<file path="src/rtl/spi_bram_burst_controller.sv">
// Command-framed burst port between SPI RX/TX byte FIFOs and a synchronous-read BRAM.
// Frames are opcode, address (MSB first), length, then little-endian packed data words.
module spi_bram_burst_controller #(
    parameter int DATA_WIDTH     = 8,
    parameter int MEM_DEPTH      = 256,
    parameter int ADDR_WIDTH     = $clog2(MEM_DEPTH),
    parameter int BYTES_PER_WORD = DATA_WIDTH / 8,
    parameter int ADDR_BYTES     = (ADDR_WIDTH + 7) / 8
) (
    input  logic       clk,
    input  logic       rst_n,
    input  logic [7:0] rx_data,
    input  logic       rx_valid,
    output logic       rx_ready,
    output logic [7:0] tx_data,
    output logic       tx_valid,
    input  logic       tx_ready,
    input  logic       frame_abort,
    output logic       busy,
    output logic       cmd_err
);

    localparam logic [2:0] IDLE   = 3'd0;
    localparam logic [2:0] ADDR   = 3'd1;
    localparam logic [2:0] LEN    = 3'd2;
    localparam logic [2:0] WDATA  = 3'd3;
    localparam logic [2:0] RFETCH = 3'd4;
    localparam logic [2:0] RSEND  = 3'd5;

    localparam logic [7:0] OP_WRITE = 8'h02;
    localparam logic [7:0] OP_READ  = 8'h03;

    localparam int BIDX_W  = (BYTES_PER_WORD > 1) ? $clog2(BYTES_PER_WORD) : 1;
    localparam int ABYTE_W = (ADDR_BYTES > 1) ? $clog2(ADDR_BYTES) : 1;
    localparam logic [BIDX_W-1:0]  LAST_BYTE  = BIDX_W'(BYTES_PER_WORD - 1);
    localparam logic [ABYTE_W-1:0] LAST_ABYTE = ABYTE_W'(ADDR_BYTES - 1);

    logic [2:0]            state;
    logic                  is_write;
    logic [ADDR_WIDTH-1:0] addr;
    logic [7:0]            count;
    logic [BIDX_W-1:0]     byte_idx;
    logic [ABYTE_W-1:0]    abyte_idx;
    logic [DATA_WIDTH-1:0] wbuf;
    logic [DATA_WIDTH-1:0] wr_word;
    logic [DATA_WIDTH-1:0] shreg;
    logic [DATA_WIDTH-1:0] rd_data;
    logic [ADDR_WIDTH+7:0] addr_shifted;
    logic                  rx_fire;
    logic                  mem_we;

    logic [DATA_WIDTH-1:0] mem [MEM_DEPTH];

    assign rx_fire      = rx_valid & rx_ready;
    assign addr_shifted = {addr, rx_data};
    assign busy         = (state != IDLE);
    assign tx_data      = shreg[7:0];
    assign mem_we       = (state == WDATA) && rx_fire && !frame_abort && (byte_idx == LAST_BYTE);

    // NOTE: give every combinational output a full default first so no latch is inferred.
    always_comb begin
        wr_word = wbuf;
        wr_word[byte_idx*8 +: 8] = rx_data;
    end

    // NOTE: the array has no reset so it maps onto block RAM; contents survive rst_n.
    always_ff @(posedge clk) begin
        if (mem_we) begin
            mem[addr] <= wr_word;
        end
        if (state == RFETCH) begin
            rd_data <= mem[addr];
        end
    end

    // NOTE: sequential state uses non-blocking assignments only.
    always_ff @(posedge clk or negedge rst_n) begin
        if (!rst_n) begin
            state     <= IDLE;
            is_write  <= 1'b0;
            addr      <= '0;
            count     <= '0;
            byte_idx  <= '0;
            abyte_idx <= '0;
            wbuf      <= '0;
            shreg     <= '0;
            rx_ready  <= 1'b0;
            tx_valid  <= 1'b0;
            cmd_err   <= 1'b0;
        end else begin
            rx_ready <= 1'b1;
            cmd_err  <= 1'b0;
            if (frame_abort) begin
                // Abort wins over any byte in the same cycle; a half-built word is dropped.
                state    <= IDLE;
                tx_valid <= 1'b0;
                byte_idx <= '0;
            end else begin
                case (state)
                    IDLE: begin
                        if (rx_fire) begin
                            if (rx_data == OP_WRITE || rx_data == OP_READ) begin
                                is_write  <= (rx_data == OP_WRITE);
                                abyte_idx <= '0;
                                state     <= ADDR;
                            end else begin
                                cmd_err <= 1'b1;
                            end
                        end
                    end
                    ADDR: begin
                        if (rx_fire) begin
                            addr <= addr_shifted[ADDR_WIDTH-1:0];
                            if (abyte_idx == LAST_ABYTE) begin
                                state <= LEN;
                            end else begin
                                abyte_idx <= abyte_idx + 1'b1;
                            end
                        end
                    end
                    LEN: begin
                        if (rx_fire) begin
                            count    <= rx_data;
                            byte_idx <= '0;
                            state    <= is_write ? WDATA : RFETCH;
                        end
                    end
                    WDATA: begin
                        if (rx_fire) begin
                            wbuf <= wr_word;
                            if (byte_idx == LAST_BYTE) begin
                                byte_idx <= '0;
                                addr     <= addr + 1'b1;
                                if (count == 8'd0) begin
                                    state <= IDLE;
                                end else begin
                                    count <= count - 1'b1;
                                end
                            end else begin
                                byte_idx <= byte_idx + 1'b1;
                            end
                        end
                    end
                    RFETCH: begin
                        state <= RSEND;
                    end
                    RSEND: begin
                        if (!tx_valid) begin
                            shreg    <= rd_data;
                            tx_valid <= 1'b1;
                            byte_idx <= '0;
                        end else if (tx_ready) begin
                            if (byte_idx == LAST_BYTE) begin
                                tx_valid <= 1'b0;
                                addr     <= addr + 1'b1;
                                if (count == 8'd0) begin
                                    state <= IDLE;
                                end else begin
                                    count <= count - 1'b1;
                                    state <= RFETCH;
                                end
                            end else begin
                                shreg    <= shreg >> 8;
                                byte_idx <= byte_idx + 1'b1;
                            end
                        end
                    end
                    default: begin
                        state <= IDLE;
                    end
                endcase
            end
        end
    end

endmodule

</file>
<file path="config.mk">
export PLATFORM = sky130hd
export DESIGN_NAME = spi_bram_burst_controller
export DESIGN_NICKNAME = d
export VERILOG_FILES = /design/src/rtl/spi_bram_burst_controller.sv
export SDC_FILE = /design/constraint.sdc
export NUM_CORES = 2
export LEC_CHECK = 0
export CORE_ASPECT_RATIO = 1.5
export CORE_MARGIN = 2
export CORE_UTILIZATION = 50
export CTS_BUF_LIST = sky130_fd_sc_hd__clkbuf_4
export DETAILED_ROUTE_END_ITERATION = 7
export GPL_ROUTABILITY_DRIVEN = 0
export MAX_ROUTING_LAYER = met4
export PLACE_DENSITY = 0.64
export REMOVE_ABC_BUFFERS = 1
export SLEW_MARGIN = 20
export SYNTH_ARGS = -nofsm -noshare
export SYNTH_HDL_FRONTEND = slang
export SYNTH_SLANG_ARGS = --single-unit
export TNS_END_PERCENT = 5
</file>
<file path="constraint.sdc">
create_clock -name clk -period 2.8 [get_ports clk]
set_input_delay 0.56 -clock clk [delete_from_list [all_inputs] [get_ports clk]]
set_output_delay 0.56 -clock clk [all_outputs]
set_load 0.01 [all_outputs]
</file>
# Word level (Yosys, flattened, before mapping)
# Memory sizes are Yosys's and may differ from the RTL's. A register that Yosys moved wholly into a read port is not among the register bits.
# Index checks and enable logic that the tools add are counted.
[word_totals]
reg_bits = 41
ram_bits = 2048
inputBits = 13
output_inout_bits = 12
n_memories = 1
[memory_table]
columns = ["memory", "depth", "word_bits", "rd", "rd_clocked_by_memory_dff", "wr", "line", "source"]
rows = [
  ["mem", 256, 8, 1, 1, 1, "52", "logic [DATA_WIDTH-1:0] mem [MEM_DEPTH];"],
]
[op_classes]
addsub = 5
eq_ne = 28
n_shift = 2
mux = 54
bitwise = 3
n_reduce_logical = 21
[op_table]
columns = ["operator", "n"]
rows = [
  ["$mux 8", 13],
  ["$pmux 8 s3", 2],
  ["$mux 3", 14],
  ["$neg 4->34", 1],
  ["$shift 8x34->8 const A", 1],
  ["$shiftx 8x34->8", 1],
  ["$ne 3x3->1 const B", 10],
  ["$mux 1", 21],
  ["$pmux 3 s6", 1],
  ["$eq 8x2->1 const B", 2],
  ["$ne 2x2->1 const B", 7],
  ["$reduce_and 4->1", 3],
  ["$reduce_and 6->1", 2],
  ["$reduce_and 11->1", 1],
  ["$reduce_bool 3->1", 3],
  ["$add 8x1->8 const B", 1],
  ["$bwmux 8", 1],
  ["$logic_not 8->1", 1],
  ["$sub 8x1->8 const B", 1],
  ["$eq 3x2->1 const B", 2],
  ["$eq 3x3->1 const B", 2],
  ["$reduce_and 5->1", 1],
  ["$ne 2x1->1 const B", 2],
  ["$ne 4x4->1 const B", 1],
  ["other kinds (14)", 19],
]

# Longest topological paths before layout
[depth]
ltp_word = 7
mapped_depth = 9
ltp_nobuf = 7

# Worst setup path after synthesis
# No wires, ideal clock.
[synth_path]
kind = "input to register"
from = "input port frame_abort"
to = "memory mem[198][0] (enable)"
setup_time_ps = 370
arrival_ps = 2323
path_slack_ps = 107
stages = 6
n_path_buf = 1
path_cell_list = "nand2b_1 -> or4_1 -> nor3_1 -> nand2_1 -> buf_2 -> nor2_1"
[synth_between]
elab_chain_len = 5
[synth_rtl]
columns = ["element", "line", "source"]
rows = [
  ["start, declared", "18", "input logic frame_abort,"],
  ["$logic_not 1->1", "58", "assign mem_we = (state == WDATA) && rx_fire && !frame_abort && (byte_idx == LAST_BYTE);"],
  ["$logic_and 1x1->1 (2 in series)", "58", ""],
  ["$mux 1", "68", "if (mem_we) begin"],
  ["$mux 1 (not written as such)", "69", "mem[addr] <= wr_word;"],
  ["end, declared", "52", ""],
]
# No other way between the ends.

==> out/qor.yml <==
run_status:
  status: "finished with violations"
  violations: "negative setup slack"
setup_path:
  r2r_slack_ns: -0.25
  start_kind: "register"
  path_max_fanout: 8
  worstPathArrival_ns: 4.14
  crit_type: "reg -> reg"
  timing.critical_path.from: "addr[0]"
  cp-end-kind: "register"
  cp.required_ns: 3.89
  r2r-start: "addr[0]"
drt:
  drc: 0
  met1Wirelength_um: 74900
  wl_met2_um: 108000
  dr.max_layer_used: "met4"
  ant_nets: 0
  vias: 42500
  avgRoutedWirePerCell_um: 29.1
  dr.pass1.iters: 7
  detail_route.iter0.violations: 4371
  route.met3.wl_um: 14900
  viasPerCell: 6.00
  wl_um: 206000
yosys:
  syn-cell-area_sq_um: 80100
  synth_commonest_cells: "2056 x edfxtp_1, 512 x mux4_2, 268 x nor2_1, 258 x a22oi_1, 151 x a21oi_1"
  synth_warnings: 0
  synth.avg_cell_area_sq_um: 21.6
  async_flop_share_pct: 1.49
  postSynthCellCount: 3713
  synth_top_cell_by_area: "edfxtp_1"
  synth-edff-count: 2056
  synth_seq_cells: 2087
  ys_seq_area_share_pct: 78.0
  yosys.area.top_type_share_pct: 77.1
  ys_types: 52
  post-synth-top-count-cell: "edfxtp_1"
  synth_flop_cell: "edfxtp_1"
  synth.area.top_cells: "edfxtp_1 77%, mux4_2 14%, a22oi_1 2.4%"
die:
  dieArea_sq_um: 164000
  die_height_um: 494
  initial_core_util_pct: 50.5
  die_w_um: 331
  row_count: 179
  core_area_sq_um: 159000
  io-pin-count: 25
cts:
  cts-buffers-inserted: 468
  cts.htree.levels: 5
  clock_tree.buffer_depth: 4
  insertion_delay_ns: 1.39
  root_buffer: "clkbuf_4"
  cts.sink_count: 2087
  cts_tree: "yes"
  path_clk_slew_ns: 0.08
sta:
  setup_ws_ns: -0.246
  skew_ns: 0.104
  fin_crit_sh_pct: 109
  fmax_mhz: 328
  rsz0062_at_grt: "true"
  hold_viol: 0
  max-slew-margin-rel_pct: 29.6
  fin_tns_setup_ns: -1.61
  maxSlewViolCount: 0
  finalCriticalPeriod_ns: 3.05
  finalSetupViolCount: 9
  tightest_slew_ns: 1.06
grt:
  grt_usage_pct: 26.3
  grt_max_degree: 169
  antenna_found_initial: 3
  grt_pass1_vias: 44100
  grt_first_pass_wirelength_um: 297000
  overflow: 0
placed_design:
  dpl-instance-area_sq_um: 88000
  port_buffers: 24
  dpl.hpwl_um: 129000
finish:
  nFillCells: 11400
  drive_gt1_share_pct: 41.1
  syn2layout_area_growth_pct: 18.7
  nNetsFinal: 4701
  stdcell_area_sq_um: 95100
power_and_ir_drop:
  ir_drop_v: 0.000472
  power_density_nw_per_um2: 629
  p_leak_uw: 0.0306
hold_path:
  hp-class: "in -> async"
job:
  max-cap-violations: 0
[per-layer routing]
layer  vias up  GRT usage, %
li1      17900             -
met1     22100          31.8
met2      2086          43.8
met3       410          4.88
met4         0          10.8
met5         -             -
[worst paths after layout]
path,end,cells past startpoint
max in group asynchronous,addr[0],3
min in group clk,mem[213][5],2
max reg2reg,rd_data[4],9
min reg2reg,tx_data[4],1
min,addr[4],3
max,rd_data[4],9
[cell type report]
type	instances	area, sq um	share of cell area, %
flip-flops and latches	2087	62500	65.8
multi-input cells	1380	17100	18.0
repair buffers	735	7080	7.45
clock buffers	664	4980	5.24
well taps	2081	2600	2.74
clock inverters	131	689	0.725
inverters	10	37.5	0.0395
diodes	5	12.5	0.0132
[repair_timing]
action                                  in CTS  in global routing
gates cloned                                 0                  4
endpoints found under the hold margin     1167                  0
hold buffers                                14                  0
resized for setup                           52                 98
setup buffers                                3                 48
endpoints found under the setup margin      20                643
pin swaps                                    3                 16
[state kept, by name, indices dropped and copies added, names as in the netlist]
| register | flops |
|---|---|
| addr | 8 |
| cmd_err | 1 |
| count | 8 |
| is_write | 1 |
| mem | 2048 |
| rd_data | 8 |
| rx_ready | 1 |
| state | 3 |
| tx_data | 8 |
| tx_valid | 1 |
[cell usage in the layout, fill, tap and decap left out, types with 6 or more instances in the layout]
cell / instances
inv_1: 10
a21oi_1: 127
a21oi_2: 24
buf_8: 7
nor3_1: 6
a22oi_1: 203
bufinv_16: 6
a22oi_2: 55
dlygate4sd3_1: 14
dfrtp_1: 29
clkinv_2: 20
buf_4: 584
nand2_1: 34
o41ai_1: 11
buf_12: 91
clkbuf_4: 664
edfxtp_1: 2056
clkinv_1: 100
o41ai_2: 20
nand2_2: 16
nor2_1: 266
mux2_2: 9
mux4_2: 512
dlygate4sd2_1: 8
nand4_1: 9
buf_16: 10
o21ai_0: 12
buf_6: 10
[worst max-delay path: stages, from the launching register on]
cell	delay, ns
dfrtp_4	0.47
buf_12	0.19
clkbuf_16	0.20
buf_4	0.12
mux4_2	0.49
a22oi_1	0.30
a21oi_1	0.20
o41ai_2	0.40
buf_4	0.23
nand4_1	0.19
[cell families after synthesis]
| logic type | share of synthesized area [%] |
|---|---|
| fa+ha+maj | 0.0937 |
| flops | 78.0 |
| simple gates | 1.89 |
| other cells | 0.00468 |
| compound gates | 4.10 |
| buf+inv | 1.36 |
| mux | 14.5 |
[stage by stage]
stage	total power, uW	instances	setup slack, ns	hold WS [ns]	utilization [%]
finish	59800	7093	-0.246	0.143	59.9
global route	61900	7092	-0.326	0.0251	59.9
CTS	60200	7036	-0.328	0.00359	59.2
detailed placement	37700	6224	-0.593	0.472	55.4
global placement	37700	6224	-0.594	0.458	55.4
floorplan	37000	3477	-18.87	0.264	-
[where the power goes]
| part | switching (uW) | internal (uW) |
|---|---|---|
| logic | 1780 | 1050 |
| clock network | 11200 | 11400 |
| registers | 21.5 | 34300 |
(Power assumes the default switching activity.)
